$ cat config.mk
export PLATFORM = sky130hd
export DESIGN_NAME = sram_weight_loader
export DESIGN_NICKNAME = d
export VERILOG_FILES = /design/src/rtl/sram_weight_loader.sv
export SDC_FILE = /design/constraint.sdc
export NUM_CORES = 1
export LEC_CHECK = 0
export ABC_CLOCK_PERIOD_IN_PS = 6300
export BUFFER_PORTS_ARGS = -buffer_cell sky130_fd_sc_hd__clkbuf_2
export CORE_ASPECT_RATIO = 1.75
export CORE_UTILIZATION = 60
export CTS_BUF_LIST = sky130_fd_sc_hd__clkbuf_8
export DETAILED_ROUTE_END_ITERATION = 8
export PLACE_DENSITY_LB_ADDON = 0.12
export SETUP_SLACK_MARGIN = 0.05
export SYNTH_ARGS = -nofsm -noshare
export SYNTH_HDL_FRONTEND = slang
export SYNTH_SLANG_ARGS = --single-unit
export TNS_END_PERCENT = 5
$ cat constraint.sdc
create_clock -name clk -period 6.3 [get_ports clk]
set_clock_uncertainty 0.2 [all_clocks]
set_input_delay 0 -clock clk [delete_from_list [all_inputs] [get_ports clk]]
set_output_delay 0 -clock clk [all_outputs]
set_load 0.1 [all_outputs]
$ cat src/rtl/sram_weight_loader.sv
// ============================================================================
// Module  : sram_weight_loader
// Purpose : Packs a host byte stream into 72-bit words and writes them into the CNN weight SRAM.
// Rev     : 1.0  initial release
// ============================================================================
`default_nettype none

module sram_weight_loader #(
  parameter int WORDS  = 545,
  parameter int BPW    = 9,
  parameter int ADDR_W = 10,
  parameter int DATA_W = 72
) (
  input  logic              clk,
  input  logic              rst,
  input  logic              load_start,
  input  logic              byte_valid,
  input  logic [7:0]        byte_data,
  output logic              byte_ready,
  output logic              write_en,
  output logic [ADDR_W-1:0] addr_w,
  output logic [DATA_W-1:0] data_w,
  output logic              sta,
  output logic              load_done,
  output logic [15:0]       checksum
);

  localparam int CNT_W  = $clog2(BPW);
  localparam int PACK_W = DATA_W - 8;
  localparam logic [CNT_W-1:0]  c_LAST_BYTE = CNT_W'(BPW - 1);
  localparam logic [ADDR_W-1:0] c_LAST_ADDR = ADDR_W'(WORDS - 1);

  typedef enum logic [1:0] {
    S_IDLE  = 2'd0,
    S_PACK  = 2'd1,
    S_WRITE = 2'd2,
    S_DONE  = 2'd3
  } state_t;

  state_t            r_state;
  logic [CNT_W-1:0]  r_byte_cnt;
  logic [PACK_W-1:0] r_pack;

  always_ff @(posedge clk) begin
    if (rst) begin
      r_state    <= S_IDLE;
      r_byte_cnt <= '0;
      r_pack     <= '0;
      byte_ready <= 1'b0;
      write_en   <= 1'b0;
      addr_w     <= '0;
      data_w     <= '0;
      sta        <= 1'b0;
      load_done  <= 1'b0;
      checksum   <= '0;
    end else begin
      load_done <= 1'b0;
      case (r_state)
        S_IDLE, S_DONE: begin
          if (load_start) begin
            r_state    <= S_PACK;
            r_byte_cnt <= '0;
            addr_w     <= '0;
            checksum   <= '0;
            sta        <= 1'b0;
            byte_ready <= 1'b1;
          end
        end
        S_PACK: begin
          if (byte_valid && byte_ready) begin
            checksum <= checksum + 16'(byte_data);
            // Bytes shift in from the top so byte 0 ends up in the low lane.
            if (r_byte_cnt == c_LAST_BYTE) begin
              data_w     <= {byte_data, r_pack};
              write_en   <= 1'b1;
              byte_ready <= 1'b0;
              r_byte_cnt <= '0;
              r_state    <= S_WRITE;
            end else begin
              r_pack     <= {byte_data, r_pack[PACK_W-1:8]};
              r_byte_cnt <= r_byte_cnt + CNT_W'(1);
            end
          end
        end
        S_WRITE: begin
          write_en <= 1'b0;
          if (addr_w == c_LAST_ADDR) begin
            r_state   <= S_DONE;
            sta       <= 1'b1;
            load_done <= 1'b1;
          end else begin
            addr_w     <= addr_w + ADDR_W'(1);
            byte_ready <= 1'b1;
            r_state    <= S_PACK;
          end
        end
        default: r_state <= S_IDLE;
      endcase
    end
  end

endmodule

`default_nettype wire

**After elaboration in Yosys (flattened, before gate mapping)**

Cells that the tools add are included.

- $add $sub $neg: 3
- Equal/unequal tests: 10
- Multiplexer cells: 27
- Bitwise operators: 2
- Reduce and logical (&&, ||, !) cells: 15

Operators with widths:

| kind | count |
|---|---|
| $mux W16 | 2 |
| $pmux W16 S2 | 1 |
| $reduce_and A3 Y1 | 7 |
| $mux W10 | 2 |
| $pmux W10 S2 | 1 |
| $add A16 B8 Y16 | 1 |
| $mux W4 | 3 |
| $add A10 B1 Y10 const B | 1 |
| $eq A10 B10 Y1 const B | 1 |
| $ne A2 B2 Y1 const B | 5 |
| $mux W1 | 9 |
| $mux W2 | 4 |
| $pmux W4 S2 | 1 |
| $pmux W2 S3 | 1 |
| $reduce_bool A2 Y1 | 3 |
| $add A4 B1 Y4 const B | 1 |
| $eq A2 B2 Y1 const B | 2 |
| $eq A4 B4 Y1 const B | 1 |
| $pmux W1 S2 | 2 |
| $reduce_and A4 Y1 | 1 |
| $reduce_or A2 Y1 | 2 |
| $pmux W1 S3 | 1 |
| $eq A2 B1 Y1 const B | 1 |
| $logic_not A2 Y1 | 1 |
| other kinds (2) | 3 |

- Bits in registers: 172
- Bits of input ports: 12
- Output and inout bits: 102
- Logic and storage cells: 67

**Depth between registers and ports, before layout**

- Depth after elaboration: 4
- Mapped depth: 9
- Gate-level depth less buffers: 8

**Least setup slack after synthesis**

Ideal clock, no wire load.

- Path type: reg-to-reg
- From: register checksum[0]
- To: register checksum[10]
- Data arrival time: 2.742 ns
- Required time: 6.037 ns
- Setup slack: 3.295 ns
- Stages on the path, launching flop included: 9
- Path buffers: 0
- Clock period less this slack: 3.005 ns
- Cell sequence: dfxtp_1 ha_1 inv_1 fa_1 nand2b_1 a21oi_1 o21ai_1 or4_1 nand2_1

- Cells in the longest elaborated chain, start to end: 3

Ends and longest elaborated chain:

| item | RTL line | source |
|---|---|---|
| from (decl) | 25 | `output logic [15:0] checksum` |
| from (signal assigned) | 71 | `checksum <= checksum + 16'(byte_data);` |
| $add A16 B8 Y16 | 71 |  |
| $mux W16 | 70 | `if (byte_valid && byte_ready) begin` |
| $pmux W16 S2 | 58 | `case (r_state)` |

No other way between the ends. The select of a mux whose other input is x is not followed.
A chain may end at the register's enable or synchronous reset.

**Worst setup path in the final report**

Ends and elaborated chain as after synthesis.

==> results.txt <==
CTS buffer count: 17
Remaining DRCs: 0
internal power: 1.56 mW
status: finished clean
Vias/cell: 5.58
number of H-tree levels: 4
cell taking the most area after synthesis: dfxtp_1
WS Path Type: register to register
count leader, synth: nand2_1
Die H: 141 um
die area: 0.0115 mm^2
Synth top cells by count: nand2_1 (289), dfxtp_1 (172), a21oi_1 (160)
CTS Sinks: 172
Max-slew headroom: 22.3%
IO Count: 114
Post-Place Cell Area: 0.00719 mm^2
Slew Viols, Final: 0
Routed Antenna Nets: 0
Max Cap Viol: 0
CTS max path bufs: 2
DR iter-0 viols: 324
Fmax achieved: 0.294 GHz
CP peak stage delay: 560 ps
fillers: 906
Async S/R FF share, synth: 0%
share of layout cells above drive strength 1: 16.4%
leak pwr: 2.90 nW
Critical Path, Cell by Cell: ha_1, inv_1, fa_1, nand2b_1, a21oi_1, o21ai_1, o211ai_1, dlygate4sd3_1, nand2_1, dlygate4sd3_1
power consumption: 2.07 mW
Detailed Route WL: 15500 um
core area: 0.0107 mm^2
count of cell types in the netlist: 45
RSZ-0062 raised after global routing: false
HP Class: primary input to register
CTS tree: yes
clk root buf: clkbuf_8
Synth area leaders: dfxtp_1 (52%), nand2_1 (16%), a21oi_1 (12%), ha_1 (2.8%), clkbuf_1 (2.3%)
DRT Pass-1 Iters: 5
routed length per instance: 14.4 um
die span in x: 81.4 um
Worst EP arrival: 3540 ps
Hold Vio Cnt, Final: 0
Synth top area share: 52.0%
Post-Syn Area: 0.00662 mm^2
Net Sw Power: 515 uW
initial antenna violation count: 0
syn nets: 864
RD Place Congestion: 0.850
Worst-path clk slew: 90 ps
cell count after synthesis: 836
DP Cell Count: 1033
Non-Filler Instances: 1077
Power Density: 268 mW/mm^2
fin crit period: 3410 ps
CP endpoint kind: register
most used cell, CP: dlygate4sd3_1
IO buf count: 113
Layout Utilization: 72.4%
first-pass GRT wire length: 24900 um
setup bufs post-CTS: 0
clock network fraction of total power: 38.9%
power share of the combinational group: 7.8%
largest net degree at the start of global routing: 109
fin crit share: 54.1%
CP top delay family: buffers and inverters
synthesis-to-finish area growth: 17.0%
vias in the first global route: 5514
Buf/Inv on CP: 3
total gr overflow: 0
sequential share of the synthesized area: 52.0%
Seq pwr share: 53.3%
Worst-Margin Slew: 1160 ps
DP Wirelength: 10400 um
row count: 50
EDFF count, synth: 0
required time of the critical path: 6430 ps
Max IR drop VDD: 0.201 mV
Initial Util: 61.9%
worst-path fanout max: 8
via count: 6015
setup violators final: 0
Design Area, Final: 0.00774 mm^2
ANT cells: 0
setup TNS: 0 ps
Synthesis Warnings: 0
nets@finish: 963
slowest stage cell, crit path: dlygate4sd3_1
Most used DFF post-synth: dfxtp_1
Net Sw Frac: 24.9%
flops & latches, synth: 172
average footprint of a synthesized cell: 7.92 um^2
Tot GR Track Use: 27.8%
Startpoint Class: register
clock latency at the later pin of the worst-skew pair: 450 ps
## final timing paths
check	slack, ps	cells past startpoint	from	to
setup / recovery	2890	10	checksum[0]$_SDFFE_PP0P_	checksum[10]$_SDFFE_PP0P_
hold / removal	170	4	byte_data[2]	data_w[66]$_SDFFE_PP0P_
setup reg to reg	2890	10	checksum[0]$_SDFFE_PP0P_	checksum[10]$_SDFFE_PP0P_
hold reg to reg	250	2	r_pack[6]$_SDFFE_PP0P_	data_w[6]$_SDFFE_PP0P_
## power by group through the flow
stage | clock [mW] | sequential (mW) | combinational (mW)
detailed placement | 0 | 1.13 | 0.156
global route | 0.861 | 1.10 | 0.179
CTS | 0.813 | 1.10 | 0.162
finish | 0.806 | 1.10 | 0.162
floorplan | 0 | 1.15 | 0.107
global placement | 0 | 1.13 | 0.151
## cell usage in the layout (no fill, tap or decap), types with 4 or more instances in the layout
cell           netlist  layout
or3_1                7       7
buf_4                0       4
and3_1               6       6
clkbuf_8             0      20
a22oi_1              4       4
o21ai_0             14      14
a21oi_1            160     160
nand2_1            289     288
dlygate4sd3_1        0      13
ha_1                15      15
clkbuf_2             0     112
nand4_1             10      10
or4_1                4       4
dfxtp_1            172     172
nand3_1              5       5
xor2_1              10      10
inv_1               13      14
nor2_1              35      34
## routing by layer
layer	GRT usage, %	vias up	share of wire [%]
met5	0	-	0
met4	11.4	0	2.5
met3	6.41	36	4.4
met2	49.7	177	54
met1	30.4	2837	39
li1	-	2965	-
## cell families (layout without fill, tap and decap cells)
group | after synthesis | in the layout | synth area share [%]
buf+inv | 62 | 173 | 3.67
simple gates | 374 | 374 | 23.3
compound gates | 200 | 200 | 16.2
mux | 2 | 2 | 0.321
fa+ha+maj | 16 | 16 | 3.14
flops | 172 | 172 | 52.0
xor+xnor | 10 | 10 | 1.32
## per-stage QoR
step,hold WS (ps),setup slack [ps]
floorplan,-64.0,3300
global placement,75.3,3790
detailed placement,74.9,3700
CTS,149,2920
global route,168,2680
finish,168,2890
## flip-flops by register name, summed over array words and instances (netlist names)
| register | cells |
|---|---|
| data_w | 72 |
| r_pack | 64 |
| checksum | 16 |
| addr_w | 10 |
| r_byte_cnt | 4 |
| r_state | 2 |
| byte_ready | 1 |
| load_done | 1 |
| sta | 1 |
| write_en | 1 |
## what timing repair did
| action | in CTS | in global routing |
|---|---|---|
| gates resized for setup | 0 | 0 |
| hold endpoints to repair | 95 | 0 |
| hold buffers | 13 | 0 |
| setup endpoints to repair | 0 | 0 |
## cell type report
cell class,count,area [um^2],share of cell area [%]
flip-flops and latches,172,3440,44.5
multi-input cells,602,2950,38.1
repair buffers,129,721,9.31
clock buffers,20,275,3.56
well taps,130,163,2.10
clock inverters,11,144,1.86
inverters,13,48.8,0.630
## worst reg2reg max path: stages (launching register included)
cell,delay [ps]
dfxtp_1,380
ha_1,190
inv_1,60
fa_1,410
nand2b_1,180
a21oi_1,240
o21ai_1,260
o211ai_1,230
dlygate4sd3_1,560
nand2_1,40
dlygate4sd3_1,540
Power figures use the tool's default switching activity.
